<file path="config.mk">
export PLATFORM = sky130hd
export DESIGN_NAME = insn_encoder_loader
export DESIGN_NICKNAME = d
export VERILOG_FILES = /design/src/rtl/insn_encoder_loader.sv
export SDC_FILE = /design/constraint.sdc
export NUM_CORES = 1
export LEC_CHECK = 0
export CAP_MARGIN = 20
export CORE_ASPECT_RATIO = 1.1
export CORE_MARGIN = 2
export CORE_UTILIZATION = 45
export CTS_BUF_LIST = sky130_fd_sc_hd__clkbuf_4 sky130_fd_sc_hd__clkbuf_8
export CTS_CLUSTER_DIAMETER = 30
export DETAILED_ROUTE_END_ITERATION = 8
export PLACE_DENSITY = 0.72
export SLEW_MARGIN = 20
export SYNTH_ARGS = -nofsm -noshare
export SYNTH_HDL_FRONTEND = slang
export SYNTH_SLANG_ARGS = --single-unit
</file>
<file path="constraint.sdc">
create_clock -name clk -period 3.6 [get_ports clk]
set_clock_uncertainty 0.2 [all_clocks]
set_input_delay 0.36 -clock clk [delete_from_list [all_inputs] [get_ports clk]]
set_output_delay 0.36 -clock clk [all_outputs]
set_load 0.1 [all_outputs]
</file>
<file path="src/rtl/insn_encoder_loader.sv">
// insn_encoder_loader
//
// Packs field-level instruction descriptions into 16-bit instruction words
// and streams them into instruction memory at consecutive addresses. Used by
// the test/boot path to load programs into the CPU's instruction RAM.
//
// Optional build macro: IMM_RANGE_CHECK_EN
//   defined   - immediates that do not fit their sign-extended field
//               (imm5: -16..15, imm8: -128..127) are rejected and raise err
//   undefined - immediates are silently truncated to the field width
//
// Ports:
//   clk, reset_n          clock (rising edge), async active-low reset
//   start, base_addr      begin a load session at base_addr (IDLE only)
//   in_valid, in_ready    tuple handshake
//   opcode..imm           instruction fields
//   flush                 end of program: drain the FIFO, pulse done
//   mem_write, mem_addr,
//   mem_wdata, mem_ack    instruction memory write port (held until ack)
//   busy                  session in progress
//   done                  one-cycle pulse at end of session
//   err                   sticky: a tuple was rejected (cleared by start)
module insn_encoder_loader #(
  parameter int unsigned ADDR_W = 8,
  parameter int unsigned DEPTH  = 4
) (
  input  logic              clk,
  input  logic              reset_n,
  input  logic              start,
  input  logic [ADDR_W-1:0] base_addr,
  input  logic              in_valid,
  output logic              in_ready,
  input  logic [2:0]        opcode,
  input  logic [1:0]        op,
  input  logic [2:0]        rd,
  input  logic [2:0]        rn,
  input  logic [2:0]        rm,
  input  logic [1:0]        shift,
  input  logic [2:0]        cond,
  input  logic [15:0]       imm,
  input  logic              flush,
  output logic              mem_write,
  output logic [ADDR_W-1:0] mem_addr,
  output logic [15:0]       mem_wdata,
  input  logic              mem_ack,
  output logic              busy,
  output logic              done,
  output logic              err
);

  localparam int unsigned PtrW = (DEPTH > 1) ? $clog2(DEPTH) : 1;
  localparam logic [PtrW:0] FullCnt = (PtrW + 1)'(DEPTH);

  typedef enum logic [1:0] {StIdle, StRun, StDrain, StDone} state_e;

  state_e            state_q, state_d;
  logic [ADDR_W-1:0] addr_q, addr_d;
  logic              err_q, err_d;

  logic [15:0]       fifo_q [DEPTH];
  logic [PtrW-1:0]   wr_ptr_q, rd_ptr_q;
  logic [PtrW:0]     count_q, count_d;

  logic              fifo_empty, fifo_full;
  logic              accept, push, pop;

  logic [15:0]       word;
  logic              legal;
  logic              uses_imm5, uses_imm8;
  logic              range_ok;

  // ---------------------------------------------------------------------------
  // Field encoder
  // ---------------------------------------------------------------------------
  always_comb begin
    word      = '0;
    legal     = 1'b1;
    uses_imm5 = 1'b0;
    uses_imm8 = 1'b0;
    unique case (opcode)
      3'b110: begin
        if (op == 2'b10) begin
          word[10:8] = rd;
          word[7:0]  = imm[7:0];
          uses_imm8  = 1'b1;
        end else if (op == 2'b00) begin
          word[7:5]  = rd;
          word[4:3]  = shift;
          word[2:0]  = rm;
        end else begin
          legal      = 1'b0;
        end
      end
      3'b101: begin
        word[10:8] = rn;
        word[7:5]  = rd;
        word[4:3]  = shift;
        word[2:0]  = rm;
      end
      3'b011, 3'b100: begin
        word[10:8] = rn;
        word[7:5]  = rd;
        word[4:0]  = imm[4:0];
        uses_imm5  = 1'b1;
      end
      3'b001: begin
        word[10:8] = cond;
        word[7:0]  = imm[7:0];
        uses_imm8  = 1'b1;
      end
      3'b010: begin
        if (op == 2'b11) begin
          word[10:8] = rd;
          word[7:0]  = imm[7:0];
          uses_imm8  = 1'b1;
        end else begin
          word[10:8] = rn;
          word[7:5]  = rd;
        end
      end
      3'b111: ;  // HALT: operand bits stay zero
      default: legal = 1'b0;  // opcode 000
    endcase
    word[15:11] = {opcode, op};
  end

`ifdef IMM_RANGE_CHECK_EN
  // In range when all bits above the field's sign bit replicate it.
  assign range_ok = !(uses_imm5 && (imm[15:4] != {12{imm[4]}})) &&
                    !(uses_imm8 && (imm[15:7] != {9{imm[7]}}));
`else
  logic unused_imm;
  assign unused_imm = ^{imm[15:8], uses_imm5, uses_imm8};
  assign range_ok   = 1'b1;
`endif

  // ---------------------------------------------------------------------------
  // Handshake / FIFO control
  // ---------------------------------------------------------------------------
  assign fifo_empty = (count_q == '0);
  assign fifo_full  = (count_q == FullCnt);
  assign accept     = in_valid && in_ready;
  // Rejected tuples still complete the handshake; they just never reach the FIFO.
  assign push       = accept && legal && range_ok;
  assign pop        = !fifo_empty && mem_ack;

  always_comb begin
    count_d = count_q;
    unique case ({push, pop})
      2'b10:   count_d = count_q + 1'b1;
      2'b01:   count_d = count_q - 1'b1;
      default: count_d = count_q;
    endcase
  end

  always_ff @(posedge clk or negedge reset_n) begin
    if (!reset_n) begin
      wr_ptr_q <= '0;
      rd_ptr_q <= '0;
      count_q  <= '0;
    end else begin
      if (push) wr_ptr_q <= wr_ptr_q + 1'b1;
      if (pop)  rd_ptr_q <= rd_ptr_q + 1'b1;
      count_q <= count_d;
    end
  end

  // Storage needs no reset: it is only observed through a non-empty count.
  always_ff @(posedge clk) begin
    if (push) fifo_q[wr_ptr_q] <= word;
  end

  // ---------------------------------------------------------------------------
  // Session FSM: state register
  // ---------------------------------------------------------------------------
  always_ff @(posedge clk or negedge reset_n) begin
    if (!reset_n) begin
      state_q <= StIdle;
      addr_q  <= '0;
      err_q   <= 1'b0;
    end else begin
      state_q <= state_d;
      addr_q  <= addr_d;
      err_q   <= err_d;
    end
  end

  // Session FSM: next state, address and error flag
  always_comb begin
    state_d = state_q;
    addr_d  = addr_q;
    err_d   = err_q;
    unique case (state_q)
      StIdle: begin
        if (start) begin
          state_d = StRun;
          addr_d  = base_addr;
          err_d   = 1'b0;
        end
      end
      StRun: begin
        if (flush) state_d = StDrain;
      end
      StDrain: begin
        if (fifo_empty) state_d = StDone;
      end
      StDone: begin
        state_d = StIdle;
      end
      default: state_d = StIdle;
    endcase
    if (accept && !(legal && range_ok)) err_d = 1'b1;
    // Address advances on every accepted write and wraps naturally.
    if (pop) addr_d = addr_q + 1'b1;
  end

  // Session FSM: outputs
  always_comb begin
    in_ready  = (state_q == StRun) && !fifo_full;
    busy      = (state_q != StIdle);
    done      = (state_q == StDone);
    err       = err_q;
    mem_write = !fifo_empty;
    mem_addr  = addr_q;
    mem_wdata = fifo_empty ? 16'h0000 : fifo_q[rd_ptr_q];
  end

endmodule

</file>
==> results of run 1 <==
[through the flow]
step	util, %	cells
after global placement	55.3	431
after CTS	58.3	447
after floorplan	-	252
after detailed placement	55.3	431
after global routing	58.3	447
final	58.3	447
[worst max-delay path, stage by stage]
cell	delay, ps
clkdlybuf4s50_1	630
or2_1	330
a21oi_2	180
and3b_1	280
inv_1	80
ha_1	170
inv_1	60
fa_1	370
xor2_1	150
nor2_1	110
xnor2_1	120
[flip-flops by register name, summed over array words and instances, names as in the netlist]
| register | cells |
|---|---|
| state_q | 2 |
| mem_addr | 8 |
| err | 1 |
| count_q | 3 |
| wr_ptr_q | 2 |
| rd_ptr_q | 2 |
| fifo_q | 64 |
[routing by layer]
metal | GRT usage (%) | wire (um) | up-vias
met5 | 0 | 0 | -
met4 | 7.81 | 149 | 0
met3 | 3.30 | 398 | 14
met2 | 29.5 | 3740 | 81
met1 | 21.1 | 3120 | 1137
li1 | - | - | 1116
[final cells by class]
type,count,area (sq um)
clock buffers,10,131
clock inverters,6,115
fillers,636,3450
inverters,15,56.3
multi-input cells,145,1300
flip-flops and latches,82,2370
well taps,111,139
repair buffers,78,711
[placed cells by master (no fill, tap or decap), drive strengths merged, types with 9 or more instances in the layout]
cell and n:
dfrtp 18, clkbuf 10, and2 20, edfxtp 64
inv 15, clkdlybuf4s50 50, a21oi 9, o21ai 10
buf 28, mux4 16, ha 10, nand2 11
[worst paths after layout]
kind,from,endpoint,slack [ps],cells past startpoint
worst min-delay path,reset_n,mem_addr[3],290,1
worst max register to register,state_q[1],count_q[2],1200,11
worst min register to register,err,err,310,1
max in group asynchronous,reset_n,mem_addr[4],2400,1
worst max-delay path,opcode[1],count_q[2],830,11
min in group clk,err,err,310,1
[logic make-up after synthesis]
logic type | Yosys count
compound gates | 47
xor+xnor | 7
fa+ha+maj | 11
buf+inv | 25
flops | 82
mux | 20
simple gates | 60
==> results.toml, run 1 <==
[outcome]
outcome = "finished clean"

[clock_tree]
clkTransAtPathRegs_ps = 80
cts_max_level = 3
cts_buffer_depth = 2
cts_buffers = 9
cts_root_buf = "clkbuf_8"
hold_buffers = 0
cts_tree = "built"
cts_setup_buffers = 0
cts_sinks = 82
post_cts_resized = 0
insertion_delay_ps = 340

[logic_synthesis]
ys.warnings.count = 0
synth.area.top_cells = "edfxtp_1 (51%), dfrtp_1 (12%), mux4_2 (9.5%)"
yosysTopAreaCellShare_pct = 50.6
post_synth_most_frequent_cells = "edfxtp_1 (64), and2_1 (20), dfrtp_1 (18)"
async_flop_share_pct = 22.0
synth_fa_ha_area_share_pct = 3.82
synthMostInstantiatedCell = "edfxtp_1"
synth_nets = 312
yosys_register_bits = 82
synth_edf_count = 64
synth_top_family_by_area = "multiplexers"
ys.flop_type = "edfxtp_1"
syn-mean-instance-area_sq_um = 15.1
synth_mux_area_share_pct = 10.7
syn_inst = 252
yosys.cell_types.count = 47
synth-seq-area-share_pct = 62.5
synth-simple-area-share_pct = 8.60
netlist_area_sq_mm = 0.00380
synth_top_area_cell = "edfxtp_1"
synth_compound_gate_area_share_pct = 9.52
synthXorXnorAreaFrac_pct = 1.61

[timing]
slew_viol_final = 0
timing.final.ws_setup_ps = 833
finalSetupTns_ps = 0
slew_headroom_pct = 35.2
period_minus_slack_ps = 2770
max_clock_freq_mhz = 361
timing.final.crit_share_pct = 76.9
rsz0062_at_grt = "no"
setup_viol = 0
hold-worst-slack_ps = 289
tightest_slew_ps = 969
finalHoldViolCount = 0

[hold_path]
hp-class = "in2async"

[setup_path]
cp.required_ps = 3670
start_kind = "primary input"
worstSetupPathType = "in2reg"
crit_arrival_ps = 2840
cp_max_fo = 14
endpoint_kind = "flip-flop"

[placement]
hpwl_um = 5220
dp_slack_ps = 470
placed_area_sq_mm = 0.00458
gp_congestion = 0.822
port_buffers = 69

[final_layout]
nets = 391
drive_above_1_share_pct = 19.9
antenna_cells = 0
fin_area_sq_mm = 0.00483
syn2layout_area_growth_pct = 27.1

[global_route]
grt.total_usage_pct = 17.2
grt_max_degree = 19
grt_pass1_wl_um = 11900
antenna_found_initial = 0
gr-total-overflow = 0
grt_pass1_vias = 2420

[detailed_routing]
drt_iter0_markers = 113
via_per_inst = 5.25
wire_per_inst_um = 16.6
wl_um = 7420
num_vias = 2348
antenna_left = 0
drt_first_pass_iters = 4
drc = 0

[die]
die-area_sq_mm = 0.00919
rows = 35
dieWidth_um = 91.6
dieHeight_um = 100
start_util_pct = 45.9
io_pins = 78
core_sq_mm = 0.00828

[job]
drv_cap = 0
Power of run 1 is left out: the tool's default activity adds up to more than one toggle a clock period on the data nets, which glitch-free logic cannot reach.
==> run 2: changes to the inputs <==
Clock period 3.6 ns to 2.65 ns, I/O delays scaled along.
==> run 2 against run 1 <==
Sequential share of layout area is 2.0 points lower; global-route usage hardly changed; routed wire length is 0.47% higher; die area stayed put; sequential cell count stayed put; first-iteration DRC count is 16% higher; non-clock buffer count is 8 higher; critical path type is now reg2out.
==> results.toml, run 2 (synthesis gave the netlist of run 1 again) <==
[outcome]
outcome = "finished clean"

[detailed_routing]
wl_um = 7450
num_vias = 2428
wire_per_inst_um = 16.4
drt_iter0_markers = 131
via_per_inst = 5.35
drt_first_pass_iters = 4
antenna_left = 0
drc = 0

[clock_tree]
clkTransAtPathRegs_ps = 80
insertion_delay_ps = 340
post_cts_resized = 0
cts_sinks = 82
hold_buffers = 0
cts_buffer_depth = 2
cts_setup_buffers = 0
cts_root_buf = "clkbuf_8"
cts_tree = "built"
cts_max_level = 3
cts_buffers = 9

[setup_path]
crit_chain = "buf_4, mux4_2, and2_1, buf_12"
cp_slowest_stage_delay_ps = 550
crit_arrival_ps = 1950
cp.required_ps = 2180
rrSetupSlack_ps = 290
cp_max_fo = 18
endpoint_kind = "primary output"
worstSetupPathType = "reg2out"
cp_slowest_cell = "mux4_2"
start_kind = "flip-flop"

[die]
io_pins = 78
rows = 35
dieWidth_um = 91.6
core_sq_mm = 0.00828
die-area_sq_mm = 0.00919
start_util_pct = 45.9
dieHeight_um = 100

[timing]
setup_viol = 0
period_minus_slack_ps = 2420
slew_headroom_pct = 46.1
finalHoldViolCount = 0
timing.final.crit_share_pct = 91.2
max_clock_freq_mhz = 414
slew_viol_final = 0
tightest_slew_ps = 807
rsz0062_at_grt = "no"

[final_layout]
utilization_pct = 60.8
syn2layout_area_growth_pct = 32.6
regMostFlops = "fifo_q"
multi_input_area_sq_mm = 0.00130
final_common_cell = "edfxtp_1"
largest_reg_flops = 64
regArea_sq_mm = 0.00237
nFillCells = 622
drive_above_1_share_pct = 24.5
nets = 399
antenna_cells = 0
final_cell_mix = "edfxtp_1 (64), clkdlybuf4s50_1 (40), buf_4 (29), and2_1 (20), dfrtp_1 (18)"

[global_route]
grt_max_degree = 19
antenna_found_initial = 0
gr-total-overflow = 0
grt_pass1_vias = 2431
grt.total_usage_pct = 17.1
grt_pass1_wl_um = 12000

[hold_path]
hp-class = "in2async"

[job]
drv_cap = 0

[placement]
port_buffers = 69
hpwl_um = 5310
gp_congestion = 0.777
-- run 2: cell types whose count changed in the layout (fill, tap and decap cells not counted) --
cell | before | now
buf_12 | 0 | 17
buf_4 | 28 | 29
bufinv_16 | 3 | 2
clkbuf_4 | 1 | 0
clkdlybuf4s50_1 | 50 | 40
clkinv_1 | 0 | 1
clkinv_2 | 0 | 2
clkinv_4 | 2 | 1
clkinvlp_4 | 1 | 0
o31a_1 | 1 | 0
o31a_2 | 0 | 1
-- run 2: critical path: cells and delay by family, from the launching register on --
family                 cells  cell delay, ps
muxes                      1             550
DFF                        1             330
buffers and inverters      2             510
and+or+nand+nor            1             220
-- run 2: final cells by class --
| type | count | area share, % |
|---|---|---|
| Timing Repair Buffer | 86 | 19.0 |
| Multi-Input combinational cell | 145 | 25.9 |
| Clock buffer | 9 | 2.46 |
| Tap cell | 111 | 2.76 |
| Sequential cell | 82 | 47.1 |
| Clock inverter | 6 | 1.64 |
| Inverter | 15 | 1.12 |
-- run 2: through the flow --
step | worst slack (ps) | area [sq um] | hold slack (ps) | std cells | TNS [ps]
6_report | 233 | 5040 | 190 | 454 | 0
3_3_place_gp | -21.3 | 4830 | 275 | 439 | -21.3
5_1_grt | 122 | 5040 | 265 | 454 | 0
3_5_place_dp | -80.0 | 4830 | 294 | 439 | -80.0
2_1_floorplan | 9.85 | 3800 | -231 | 252 | 0
4_1_cts | 195 | 5040 | 220 | 454 | 0
-- run 2: worst paths after layout --
path / from / to / cells after the start
max: rd_ptr_q[0] / mem_wdata[5] / 4
min: reset_n / mem_addr[7] / 1
max reg2reg: count_q[0] / count_q[2] / 9
min reg2reg: err / err / 1
max in group asynchronous: reset_n / mem_addr[1] / 1
min in group clk: err / err / 1
-- run 2: layer usage --
metal	GRT usage (%)	part of all wire, %	vias up	wire length, um
met1	21.7	43	1197	3190
met3	3.08	5.9	10	440
met4	7.34	1.8	0	133
li1	-	-	1133	-
met5	0	0	-	0
met2	29.1	49	88	3690
Power of run 2 is left out for the same reason.
==> run 3: changes to the inputs <==
Settings changed: GPL_TIMING_DRIVEN set to 0.
==> run 3 against run 2 <==
Hold slack got worse by 130 ps; final area decreased by 3.9%; cell count decreased by 1.5%; core utilization decreased by 2.3 points; largest cell class unchanged; routed wire length decreased by 0.71%; die area unchanged; critical path depth increased by 1.
==> results.toml, run 3 (synthesis gave the netlist of run 1 again) <==
[outcome]
outcome = "finished clean"

[timing]
slew_viol_final = 0
rsz0062_at_grt = "no"
max_clock_freq_mhz = 399
finalHoldViolCount = 0
slew_headroom_pct = 35.7
hold-worst-slack_ps = 59.1
tightest_slew_ps = 962
timing.final.ws_setup_ps = 141
period_minus_slack_ps = 2510
timing.final.crit_share_pct = 94.7
setup_viol = 0

[setup_path]
endpoint_kind = "primary output"
crit_arrival_ps = 2040
start_kind = "flip-flop"
worstSetupPathType = "reg2out"
cp_max_fo = 10
cp.required_ps = 2180

[final_layout]
nFillCells = 642
final_common_cell = "edfxtp_1"
nets = 391
drive_above_1_share_pct = 19.9
antenna_cells = 0
fin_cells = 447
largest_reg_flops = 64
syn2layout_area_growth_pct = 27.5
regMostFlops = "fifo_q"
final_cell_mix = "edfxtp_1 (64), clkdlybuf4s50_1 (47), and2_1 (20), dfrtp_1 (17), mux4_2 (16)"

[die]
start_util_pct = 45.9
die-area_sq_mm = 0.00919
io_pins = 78
dieWidth_um = 91.6
core_sq_mm = 0.00828
rows = 35
dieHeight_um = 100

[detailed_routing]
wire_per_inst_um = 16.5
drt_iter0_markers = 131
drt_first_pass_iters = 4
antenna_left = 0
drc = 0
num_vias = 2379
wl_um = 7400
via_per_inst = 5.32

[global_route]
grt.total_usage_pct = 17.3
grt_pass1_vias = 2445
antenna_found_initial = 0
grt_pass1_wl_um = 11900
gr-total-overflow = 0
grt_max_degree = 19

[clock_tree]
cts_sinks = 82
clkTransAtPathRegs_ps = 80
insertion_delay_ps = 350
cts_buffers = 9
cts_tree = "built"
cts_max_level = 3
cts_root_buf = "clkbuf_8"
cts_buffer_depth = 2
cts_setup_buffers = 0

[placement]
port_buffers = 69
dpl.cell_count = 432
dp_slack_ps = -414
hpwl_um = 5060
gp_congestion = 0.878

[hold_path]
hp-class = "in2reg"

[job]
drv_cap = 0
[run 3: cell count changes in the layout (fill, tap and decap cells not counted), sizes merged]
cell	delta
buf	-37
clkdlybuf4s15	+10
clkbuf	+9
clkdlybuf4s50	+7
inv	+5
clkinv	-3
dlymetal6s2s	+3
bufinv	-1
[run 3: metal layers]
metal	part of all wire (%)	GRT usage [%]	up-vias	routed length (um)
li1	-	-	1124	-
met1	43	22.5	1149	3200
met2	49	28.1	96	3600
met3	6.2	3.98	10	459
met4	1.8	7.11	0	136
met5	0	0	-	0
[run 3: cell type report]
type | instances | area (sq um) | share of cell area [%]
well taps | 111 | 139 | 2.87
repair buffers | 69 | 681 | 14.1
clock inverters | 7 | 82.6 | 1.71
inverters | 15 | 56.3 | 1.16
plain buffers | 9 | 77.6 | 1.60
multi-input cells | 145 | 1310 | 27.0
flip-flops and latches | 82 | 2370 | 49.0
clock buffers | 9 | 124 | 2.56
[run 3: repair_timing]
action | CTS | global route
endpoints found under the setup margin | 20 | 13
resized for setup | 74 | 15
hold buffers | 0 | 0
[run 3: worst paths after layout]
kind                        startpoint       endpoint  slack, ps  depth (start not counted)
setup / recovery           rd_ptr_q[0]   mem_wdata[8]        140                          5
hold / removal                   op[0]  fifo_q[3][11]         60                          1
setup reg to reg            count_q[2]     count_q[2]        150                         11
hold reg to reg                    err            err        320                          1
max in group asynchronous      reset_n    rd_ptr_q[1]       1480                          1
min in group asynchronous      reset_n    mem_addr[2]        190                          1
[run 3: metrics by stage]
stage	instance area [sq um]	utilization (%)	TNS [ps]
after CTS	4800	58.0	0
final	4840	58.5	0
after detailed placement	4630	55.9	-20170
after global placement	4630	55.9	-18930
after floorplan	3800	-	0
after global routing	4840	58.5	0
[run 3: worst max-delay path: stages (launching register included)]
cell and delay, ps:
dfrtp_1 350, buf_6 180, buf_6 200, mux4_2 520, and2_1 170, clkbuf_4 270
Power of run 3 is left out for the same reason.
